<file path="src/rtl/ps2_frame_rx.sv">
// ps2_frame_rx: PS/2 device-to-host frame receiver with glitch filter, timeout and a one-byte output holding register.
module ps2_frame_rx #(
  parameter int FILT_LEN    = 8,
  parameter int TIMEOUT_CYC = 50000
) (
  input  logic       clk,
  input  logic       reset_n,
  input  logic       ps2_clk,
  input  logic       ps2_data,
  output logic [7:0] rx_data,
  output logic       rx_valid,
  input  logic       rx_ready,
  output logic       parity_err,
  output logic       frame_err,
  output logic       overrun
);
  localparam int FW = $clog2(FILT_LEN + 1);
  localparam int TW = $clog2(TIMEOUT_CYC + 1);

  typedef enum logic [1:0] {IDLE, DATA, PARITY, STOP} state_t;

  logic          r_clk_s1, r_clk_s2, r_dat_s1, r_dat_s2;
  logic          r_filt, r_filt_d;
  logic [FW-1:0] r_fcnt;
  logic [TW-1:0] r_tcnt;
  state_t        r_state;
  logic [2:0]    r_bitcnt;
  logic [7:0]    r_shift;
  logic          r_par;
  logic          w_fall, w_bit, w_par_ok, w_tout;

  assign w_fall   = r_filt_d & ~r_filt;
  assign w_bit    = r_dat_s2;
  assign w_par_ok = ^{r_par, r_shift};
  assign w_tout   = (r_state != IDLE) && (r_tcnt == TW'(TIMEOUT_CYC));

  // Everything idles high so releasing reset never looks like a falling edge.
  always_ff @(posedge clk or negedge reset_n) begin
    if (!reset_n) begin
      r_clk_s1 <= 1'b1;
      r_clk_s2 <= 1'b1;
      r_dat_s1 <= 1'b1;
      r_dat_s2 <= 1'b1;
      r_filt   <= 1'b1;
      r_filt_d <= 1'b1;
      r_fcnt   <= '0;
    end else begin
      r_clk_s1 <= ps2_clk;
      r_clk_s2 <= r_clk_s1;
      r_dat_s1 <= ps2_data;
      r_dat_s2 <= r_dat_s1;
      r_filt_d <= r_filt;
      if (r_clk_s2 == r_filt) begin
        r_fcnt <= '0;
      end else if (r_fcnt == FW'(FILT_LEN - 1)) begin
        r_filt <= r_clk_s2;
        r_fcnt <= '0;
      end else begin
        r_fcnt <= r_fcnt + 1'b1;
      end
    end
  end

  always_ff @(posedge clk or negedge reset_n) begin
    if (!reset_n) begin
      r_state    <= IDLE;
      r_bitcnt   <= '0;
      r_shift    <= '0;
      r_par      <= 1'b0;
      r_tcnt     <= '0;
      rx_data    <= '0;
      rx_valid   <= 1'b0;
      parity_err <= 1'b0;
      frame_err  <= 1'b0;
      overrun    <= 1'b0;
    end else begin
      parity_err <= 1'b0;
      frame_err  <= 1'b0;
      overrun    <= 1'b0;
      r_tcnt     <= (w_fall || r_state == IDLE) ? '0 : r_tcnt + 1'b1;
      if (rx_valid && rx_ready) rx_valid <= 1'b0;
      if (w_fall) begin
        case (r_state)
          IDLE: begin
            if (w_bit) frame_err <= 1'b1;
            else begin
              r_state  <= DATA;
              r_bitcnt <= '0;
            end
          end
          DATA: begin
            r_shift  <= {w_bit, r_shift[7:1]};
            r_bitcnt <= r_bitcnt + 1'b1;
            if (r_bitcnt == 3'd7) r_state <= PARITY;
          end
          PARITY: begin
            r_par   <= w_bit;
            r_state <= STOP;
          end
          default: begin
            r_state <= IDLE;
            // A held byte accepted this very cycle frees the register for the new one.
            if (!w_bit) frame_err <= 1'b1;
            else if (!w_par_ok) parity_err <= 1'b1;
            else if (!rx_valid || rx_ready) begin
              rx_data  <= r_shift;
              rx_valid <= 1'b1;
            end else overrun <= 1'b1;
          end
        endcase
      end else if (w_tout) begin
        r_state   <= IDLE;
        r_shift   <= '0;
        r_bitcnt  <= '0;
        frame_err <= 1'b1;
      end
    end
  end
endmodule

</file>
<file path="config.mk">
export PLATFORM = sky130hd
export DESIGN_NAME = ps2_frame_rx
export DESIGN_NICKNAME = d
export VERILOG_FILES = /design/src/rtl/ps2_frame_rx.sv
export SDC_FILE = /design/constraint.sdc
export NUM_CORES = 1
export LEC_CHECK = 0
export CAP_MARGIN = 10
export CORE_ASPECT_RATIO = 0.75
export CORE_MARGIN = 1
export CORE_UTILIZATION = 55
export CTS_BUF_LIST = sky130_fd_sc_hd__clkbuf_4
export DETAILED_ROUTE_END_ITERATION = 6
export PLACE_DENSITY_LB_ADDON = 0.08
export RECOVER_POWER = 100
export SYNTH_ARGS = -nofsm -noshare
export SYNTH_HDL_FRONTEND = slang
export SYNTH_SLANG_ARGS = --single-unit
</file>
<file path="constraint.sdc">
create_clock -name clk -period 2.8 [get_ports clk]
set_input_delay 0.7 -clock clk [delete_from_list [all_inputs] [get_ports clk]]
set_output_delay 0.7 -clock clk [all_outputs]
set_load 0.005 [all_outputs]
</file>
==> flow_summary.toml <==
[pwr]
vdd_drop_max_uv = 332
p_leak_nw = 1.23
power.density_nw_per_um2 = 605

[worst_setup_path]
path_class = "reg2reg"
crit_path_max_incr_delay_ns = 0.52
cp-start-kind = "flop"
path_cells = "or4_1 -> or3_1 -> nor4_4 -> buf_4 -> o32ai_1 -> a32o_1"
critPathSlowestCell = "or4_1"
critPathMaxFanout = 11
critPathCaptureType = "flop"
worstPathRequired_ns = 3.06
worst_ep_arrival_time_ns = 2.51
r2r_setup_slack_ns = 0.55

[floorplan]
start_util = 0.577
rows = 20
core_area_um2 = 4080
die_h_um = 58.7
dieArea_um2 = 4550
die_w_um = 77.5
ios = 17

[drt]
route.detailed.drc = 0
wl_per_cell_um = 14.1
firstDrtPassIters = 4
drt_iter0_markers = 103
via_count = 1553
via_per_inst = 5.36
finalWirelength_um = 4090
ant_nets = 0

[logic_synthesis]
syn_area_per_cell_um2 = 11.0
synth_warnings = 0
synth-async-reset-ratio = 1.00
synth_cell_types = 32
postSynthNetCount = 228
synth_area_leaders = "dfrtp_1 49%, dfstp_2 6.7%, ha_1 5.3%, mux2_2 4.8%, nand2_1 4.6%"
syn-instance-count = 213
synth_area_um2 = 2350
synth_flop_cell = "dfrtp_1"
netlist.area_leader.share = 0.489
synth_top_cell_by_area = "dfrtp_1"
synth_seq_cells = 52
synth_edf_count = 0
yosysSeqAreaShare = 0.556

[placed_design]
io_buffers = 16
place_hpwl_um = 3040
placed_area_um2 = 2590
place_congestion = 0.847
dp_cells = 283

[outcome]
status = "finished clean"

[global_route]
grt_max_degree = 29
antenna_found_initial = 0
grt_use_total = 0.207
grt_pass1_wl_um = 6970
grt_pass1_vias = 1486
overflow = 0

[min_path]
hold_class = "reg2reg"

[clocking]
clock_path_buffers = 2
clock-sinks = 52
cts-htree-levels = 2
path_clk_slew_ns = 0.13
hold_buffers = 0
post-cts-setup-buffers = 0
cts_tree = "built"
worst_skew_pair.late_latency_ns = 0.36
ctsRootBufferMaster = "clkbuf_4"
numCtsBuffers = 5
cts-resized-gates = 0

[job]
cap_viol_max_count = 0

[sta]
fin_crit_ns = 2.25
fin_tns_setup_ns = 0
grt_setup_unrepaired = "false"
max_freq_ghz = 0.445
fin_skew_ns = 0.00788
slew_headroom = 0.107
worstMarginPinSlew_ns = 1.34
slew_violations = 0
finalHoldViolations = 0
setup_viol = 0
fin_crit_sh = 0.802

[final_layout]
fin_cells = 290
diodes = 0
drive_above_1_share = 0.106
postLayoutCellArea_um2 = 2620
finalNetCount = 250
syn2layout_area_growth_pct = 11.4
## area by class of cell
type                       instances  area, um2
inverter                           6       22.5
timing repair buffer              19        185
fill                             331       1460
sequential                        52       1310
multi-input combinational        151        987
tap                               55       68.8
clock buffer                       6       45.0
clock inverter                     1       5.00
## power by group
group,leakage (nW),switching (mW),internal (mW)
Clock,0.0315,0.214,0.103
Combinational,0.498,0.224,0.139
Sequential,0.699,0.0710,0.834
Total,1.23,0.510,1.08
## state kept, by name (all words and copies together) (netlist names), 2 cells and up
name / flops
r_bitcnt: 3
r_fcnt: 4
r_shift: 8
r_state: 2
r_tcnt: 16
rx_data: 8
## worst max-delay path, delay by kind of cell, from the launching register on
family	cells	cell delay [ns]
and+or+nand+nor	3	1.09
buffers and inverters	1	0.21
AOI/OAI and AO/OA	2	0.39
DFF	1	0.45
## routing by layer
metal | up-vias | global-route usage | part of all wire
li1 | 764 | - | -
met1 | 755 | 0.294 | 0.49
met2 | 29 | 0.300 | 0.45
met3 | 5 | 0.0558 | 0.041
met4 | 0 | 0.0943 | 0.014
met5 | - | 0 | 0
## through the flow
step | power [mW] | setup slack [ns] | util | hold slack (ns)
2_1_floorplan | 1.18 | 0.745 | - | 0.345
3_3_place_gp | 1.27 | 0.629 | 0.635 | 0.348
3_5_place_dp | 1.30 | 0.615 | 0.635 | 0.351
4_1_cts | 1.62 | 0.591 | 0.647 | 0.307
5_1_grt | 1.70 | 0.442 | 0.643 | 0.377
6_report | 1.59 | 0.555 | 0.643 | 0.372
## path summary, 6_finish.rpt
path	start	to	depth (start not counted)
setup / recovery	r_tcnt[11]$_DFF_PN0_	r_bitcnt[1]$_DFFE_PN0P_	6
hold / removal	r_clk_s1$_DFF_PN1_	r_clk_s2$_DFF_PN1_	0
setup reg to reg	r_tcnt[11]$_DFF_PN0_	r_bitcnt[1]$_DFFE_PN0P_	6
hold reg to reg	r_clk_s1$_DFF_PN1_	r_clk_s2$_DFF_PN1_	0
max in group asynchronous	reset_n	r_dat_s2$_DFF_PN1_	2
min in group asynchronous	reset_n	frame_err$_DFF_PN0_	1
## cells in the mapped netlist (3+ instances only)
cell and instances:
xnor2_1 12, nand3_1 10, mux2_2 10, dfrtp_1 46, nand2b_1 5, clkbuf_1 3
nor3_1 5, inv_1 6, xor2_1 7, dfstp_2 6, nand2_1 29, a21oi_1 5
o21ai_0 13, nor2_1 23, or3_1 3, ha_1 10
## layout by cell type, fill, tap and decap left out, drive strengths merged, types with 4 or more instances in the layout
cell type | Yosys | final
nor2 | 23 | 23
nor3 | 5 | 5
ha | 10 | 10
clkbuf | 3 | 8
dfstp | 6 | 6
xnor2 | 12 | 12
dlygate4sd3 | 0 | 14
inv | 6 | 6
xor2 | 7 | 7
dfrtp | 46 | 46
nand2b | 5 | 5
o21ai | 13 | 13
nand3 | 10 | 10
nand2 | 29 | 29
or3 | 4 | 4
a21oi | 5 | 5
mux2 | 10 | 10
## kinds of logic after synthesis
logic type	Yosys count	synth area share
AO/OA/AOI/OAI	25	0.0670
XOR/XNOR	20	0.0803
adder cells (fa/ha/maj)	10	0.0532
buffers and inverters	10	0.0191
flip-flops	52	0.556
multiplexers	11	0.0521
AND/OR/NAND/NOR	85	0.172
(Power assumes the default switching activity.)
==> RTL change 1, RTL diff (same flow settings) <==
Make the reset (`reset_n`) synchronous in 2 clocked blocks.
--- a/src/rtl/ps2_frame_rx.sv
+++ b/src/rtl/ps2_frame_rx.sv
@@ -35,7 +35,7 @@
   assign w_tout   = (r_state != IDLE) && (r_tcnt == TW'(TIMEOUT_CYC));
 
   // Everything idles high so releasing reset never looks like a falling edge.
-  always_ff @(posedge clk or negedge reset_n) begin
+  always_ff @(posedge clk) begin
     if (!reset_n) begin
       r_clk_s1 <= 1'b1;
       r_clk_s2 <= 1'b1;
@@ -61,7 +61,7 @@
     end
   end
 
-  always_ff @(posedge clk or negedge reset_n) begin
+  always_ff @(posedge clk) begin
     if (!reset_n) begin
       r_state    <= IDLE;
       r_bitcnt   <= '0;
Formal check against the unedited RTL: no difference found for any inputs over 10 cycles, from zero or initial values and one cycle with reset_n low; that may be too few to reach the edited logic, so the function may still have changed.
==> RTL change 1 against the unedited design <==
- sequential cell count unchanged
- first-iteration DRC count down 30%
- sequential share of layout area down 8.7 points
- area after synthesis down 4.2%
- cell area down 3.7%
- core utilization up 2.5 points
- routed wire length down 4.8%
- setup slack worse by 0.11 ns
- critical endpoint is now r_bitcnt[0]
Power is not compared: it rests on default switching activity, and its combinational part moved more than twofold at a synthesized area within 25%.
==> RTL change 1: results (changes against the unedited design) <==
fraction of the mapped netlist area in adder cells 5.549% (was 5.316%); multi-input logic area 0.001145 mm² (was 987.2 µm²); post-synthesis cell count 253 (was 213); post-synthesis xor/xnor area fraction 9.933% (was 8.028%); Synth Area in Compound Gates 5.383% (was 6.699%); WHS Path Cells 1 (was 0); Slew HR 40.57% (was 10.74%); Seq. cell area 0.001041 mm² (was 0.001309 mm²); Non-clk bufs 20 (was 19); share of cells above drive strength 1 4.797% (was 10.64%); Tot GR Track Use 19.42% (was 20.70%); multiplexer area fraction after synthesis 4.440% (was 5.210%); part of the Yosys area used for sequential elements 46.17% (was 55.61%); worst hold start r_clk_s1 (unchanged); crit-path max cell delay 0.49 ns (was 0.52 ns); Distinct cells, synth 34 (was 32); first-pass GRT wire length 6679 µm (was 6969 µm); status completed (unchanged); Vias per Instance 5.229 (was 5.355); CP arrival 2.65 ns (was 2.51 ns); Non-clock buffering overhead 7.235% (was 7.061%); routability cong. 0.8139 (was 0.8474); hold path endpoint r_clk_s2 (unchanged); final wirelength 3890 µm (was 4087 µm); Clock-cell share 2.428% (was 1.908%); Worst Setup EP r_bitcnt[0] (was r_bitcnt[1]); ys async rst share 0% (was 100.0%); Post-synth top flop dfxtp_1 (was dfrtp_1); CP startpoint r_state[0] (was r_tcnt[11]); Non-Clock Inverter Count 8 (was 6); top flop regs r_tcnt (16), r_shift (8), rx_data (8) (unchanged); worst-path fanout max 10 (was 11); Multi-In Gates 183 (was 151); area grow syn2layout 11.99% (was 11.43%); clock skew 0.01614 ns (was 0.007884 ns); hold slack 0.4338 ns (was 0.3716 ns); Final nets 285 (was 250); Worst R2R Path Depth 7 (was 6); worst r2r src r_state[0] (was r_tcnt[11]); Detail Placement HPWL 2745 µm (was 3036 µm); PnR worst setup slack 0.4479 ns (was 0.5547 ns); die area 0.004362 mm² (was 0.004547 mm²); Synth Net Count 268 (was 228); initial DRC count 72 (was 103); Slowest cell on crit path o41a_1 (was or4_1); pre-CTS setup slack 0.4666 ns (was 0.6154 ns); largest cells by area after synthesis dfxtp_1 (46%), nand2_1 (6.2%), ha_1 (5.5%) (was dfrtp_1 (49%), dfstp_2 (6.7%), ha_1 (5.3%)); fillcell total 329 (was 331); commonest cells in the netlist dfxtp_1 (52), nand2_1 (37), nor2_1 (24), nand3_1 (21), a21oi_1 (16) (was dfrtp_1 (46), nand2_1 (29), nor2_1 (23), o21ai_0 (13), xnor2_1 (12))
RTL change 1: cell count changes after synthesis, sizes merged, moves of 3 or more:
cell,unedited run,this run
nand3,10,21
mux2,10,0
dfrtp,46,0
a21oi,5,16
dfstp,6,0
nand2b,5,8
dfxtp,0,52
nand2,29,37
xor2,7,13
o21ai,13,6
clkbuf,3,9
mux2i,1,10
RTL change 1: routing by layer:
metal / GRT usage, % / part of all wire (%) / vias to the layer above
li1: - / - / 884
met1: 27.73 / 53 / 779
met2: 28.83 / 42 / 21
met3: 4.800 / 3.2 / 5
met4: 6.593 / 0.98 / 0
met5: 0 / 0 / -
RTL change 1: logic make-up after synthesis:
logic type	count (synthesis)
xor gates and xnor gates	24
and+or+nand+nor	116
buffers and inverters	18
AOI/OAI and AO/OA	23
muxes	10
DFF	52
adders and majority gates	10
RTL change 1: where the power goes:
part	switching (W)	internal, W
sequential	0.00000192	0.000743
clock	0.000236	0.000110
combinational	0.0000114	0.00000779
==> RTL change 2, RTL diff (same settings) <==
Made on the original files. Set the parameter `FILT_LEN` to 4 (it was 8).
--- a/src/rtl/ps2_frame_rx.sv
+++ b/src/rtl/ps2_frame_rx.sv
@@ -1,6 +1,6 @@
 // ps2_frame_rx: PS/2 device-to-host frame receiver with glitch filter, timeout and a one-byte output holding register.
 module ps2_frame_rx #(
-  parameter int FILT_LEN    = 8,
+  parameter int FILT_LEN    = 4,
   parameter int TIMEOUT_CYC = 50000
 ) (
   input  logic       clk,
Function: changed (a bounded check fails within 10 cycles, from zero or initial values and one cycle with reset_n low).
==> RTL change 2 against the unedited design <==
- sequential cell count shrank 1
- non-clock buffer count is the same
- setup slack lost 0.16 ns
- power grew 25%
- cell area shrank 0.62%
- via count grew 0.32%
- area after synthesis shrank 1.6%
- hold slack lost 0.0049 ns
- die area shrank 1.6%
- synthesized cell count shrank 2.3%
- sequential share of layout area shrank 0.65 points
- routed wire length shrank 0.34%
- critical endpoint unchanged
- largest power group unchanged
==> RTL change 2: results (changes against the unedited design) <==
status completed (unchanged); Worst VDD drop 0.4710 mV (was 0.3318 mV); Synth Net Count 223 (was 228); met2 WL 1811 µm (was 1857 µm); antenna violations before repair 0 (unchanged); H-tree depth 2 (unchanged); largest net degree at the start of global routing 27 (was 29); pre-CTS setup slack 0.6225 ns (was 0.6154 ns); Tot GR Track Use 20.20% (was 20.70%); drt wl/cell 14.24 µm (was 14.09 µm); share of cells above drive strength 1 11.69% (was 10.64%); Slew HR 4.419% (was 10.74%); Worst R2R Path Depth 5 (was 6); clock skew 0.01442 ns (was 0.007884 ns); largest cells by area after synthesis dfrtp_1 (49%), dfstp_2 (6.8%), ha_1 (5.4%) (was dfrtp_1 (49%), dfstp_2 (6.7%), ha_1 (5.3%)); Distinct cells, synth 33 (was 32); worst-path fanout max 5 (was 11); Final nets 245 (was 250); initial DRC count 118 (was 103); CTS resizes 0 (unchanged); Post-synth top flop dfrtp_1 (unchanged); met1 WL 2092 µm (was 2004 µm); Met3 Wirelength 108 µm (was 168 µm); Detail Placement HPWL 2989 µm (was 3036 µm); Vias per Instance 5.448 (was 5.355); final cell count without fillers 286 (was 290); clk slew on worst S/H paths 0.14 ns; part of the Yosys area used for sequential elements 55.46% (was 55.61%); routability cong. 0.7629 (was 0.8474); first-pass GRT wire length 6893 µm (was 6969 µm); DP Area 0.002551 mm² (was 0.002590 mm²); post-synthesis cell count 208 (was 213); vias in the first global route 1,532 (was 1,486); commonest cells in the netlist dfrtp_1 (45), nand2_1 (30), nor2_1 (19), o21ai_0 (13) (was dfrtp_1 (46), nand2_1 (29), nor2_1 (23), o21ai_0 (13), xnor2_1 (12)); Slew Viols, Final 0 (unchanged); Inst Count DP 278 (was 283); P_leak 1.208 nW (was 1.229 nW); CP arrival 2.68 ns (was 2.51 ns)
[RTL change 2: cell count changes after synthesis, sizes merged, moves of 2 or more]
cell,delta
nand3,-3
xnor2,-3
nor2,-4
xor2,+2
[RTL change 2: metal layers]
metal	global-route usage (%)	up-vias
met5	0	-
met4	7.143	0
met3	5.984	8
met2	31.51	26
met1	27.18	777
li1	-	747
[RTL change 2: power by group]
group / internal, W / leakage, nW / total [W] / switching, W
logic: 0.000257 / 0.483 / 0.000581 / 0.000324
clock network: 0.000209 / 0.0463 / 0.000423 / 0.000214
registers: 0.000865 / 0.679 / 0.000975 / 0.000110
total: 0.00133 / 1.21 / 0.00198 / 0.000648
[RTL change 2: final timing paths]
path	to	slack (ns)
min in group asynchronous	r_shift[5]	0.65
worst min register to register	r_clk_s2	0.37
worst max-delay path	r_bitcnt[1]	0.39
worst min-delay path	r_clk_s2	0.37
max in group asynchronous	r_dat_s1	1.29
worst max register to register	r_bitcnt[1]	0.39
[RTL change 2: critical path, stage by stage, from the launching register on]
cell     delay (ns)
dfrtp_1        0.47
or4_1          0.53
or3_4          0.33
nor4_1         0.48
o32ai_1        0.26
a32o_1         0.25
[RTL change 2: cells by family after synthesis]
family                     synth area share [%]
xor gates and xnor gates                  7.784
adders and majority gates                 5.405
AOI/OAI and AO/OA                         6.595
and+or+nand+nor                           17.51
DFF                                       55.46
muxes                                     5.297
buffers and inverters                     1.946
[RTL change 2: stage by stage]
| stage | hold slack [ns] | utilization [%] |
|---|---|---|
| floorplan | 0.3452 | - |
| global placement | 0.3496 | 62.93 |
| detailed placement | 0.3504 | 62.93 |
| CTS | 0.3290 | 64.97 |
| global route | 0.3712 | 64.29 |
| finish | 0.3667 | 64.29 |
[RTL change 2: cell type report]
| cell class | count | area [µm²] |
|---|---|---|
| clock buffers | 7 | 52.55 |
| clock inverters | 1 | 30.03 |
| fillers | 341 | 1448 |
| inverters | 6 | 22.52 |
| multi-input cells | 147 | 963.4 |
| flip-flops and latches | 51 | 1284 |
| well taps | 55 | 68.82 |
| repair buffers | 19 | 185.2 |
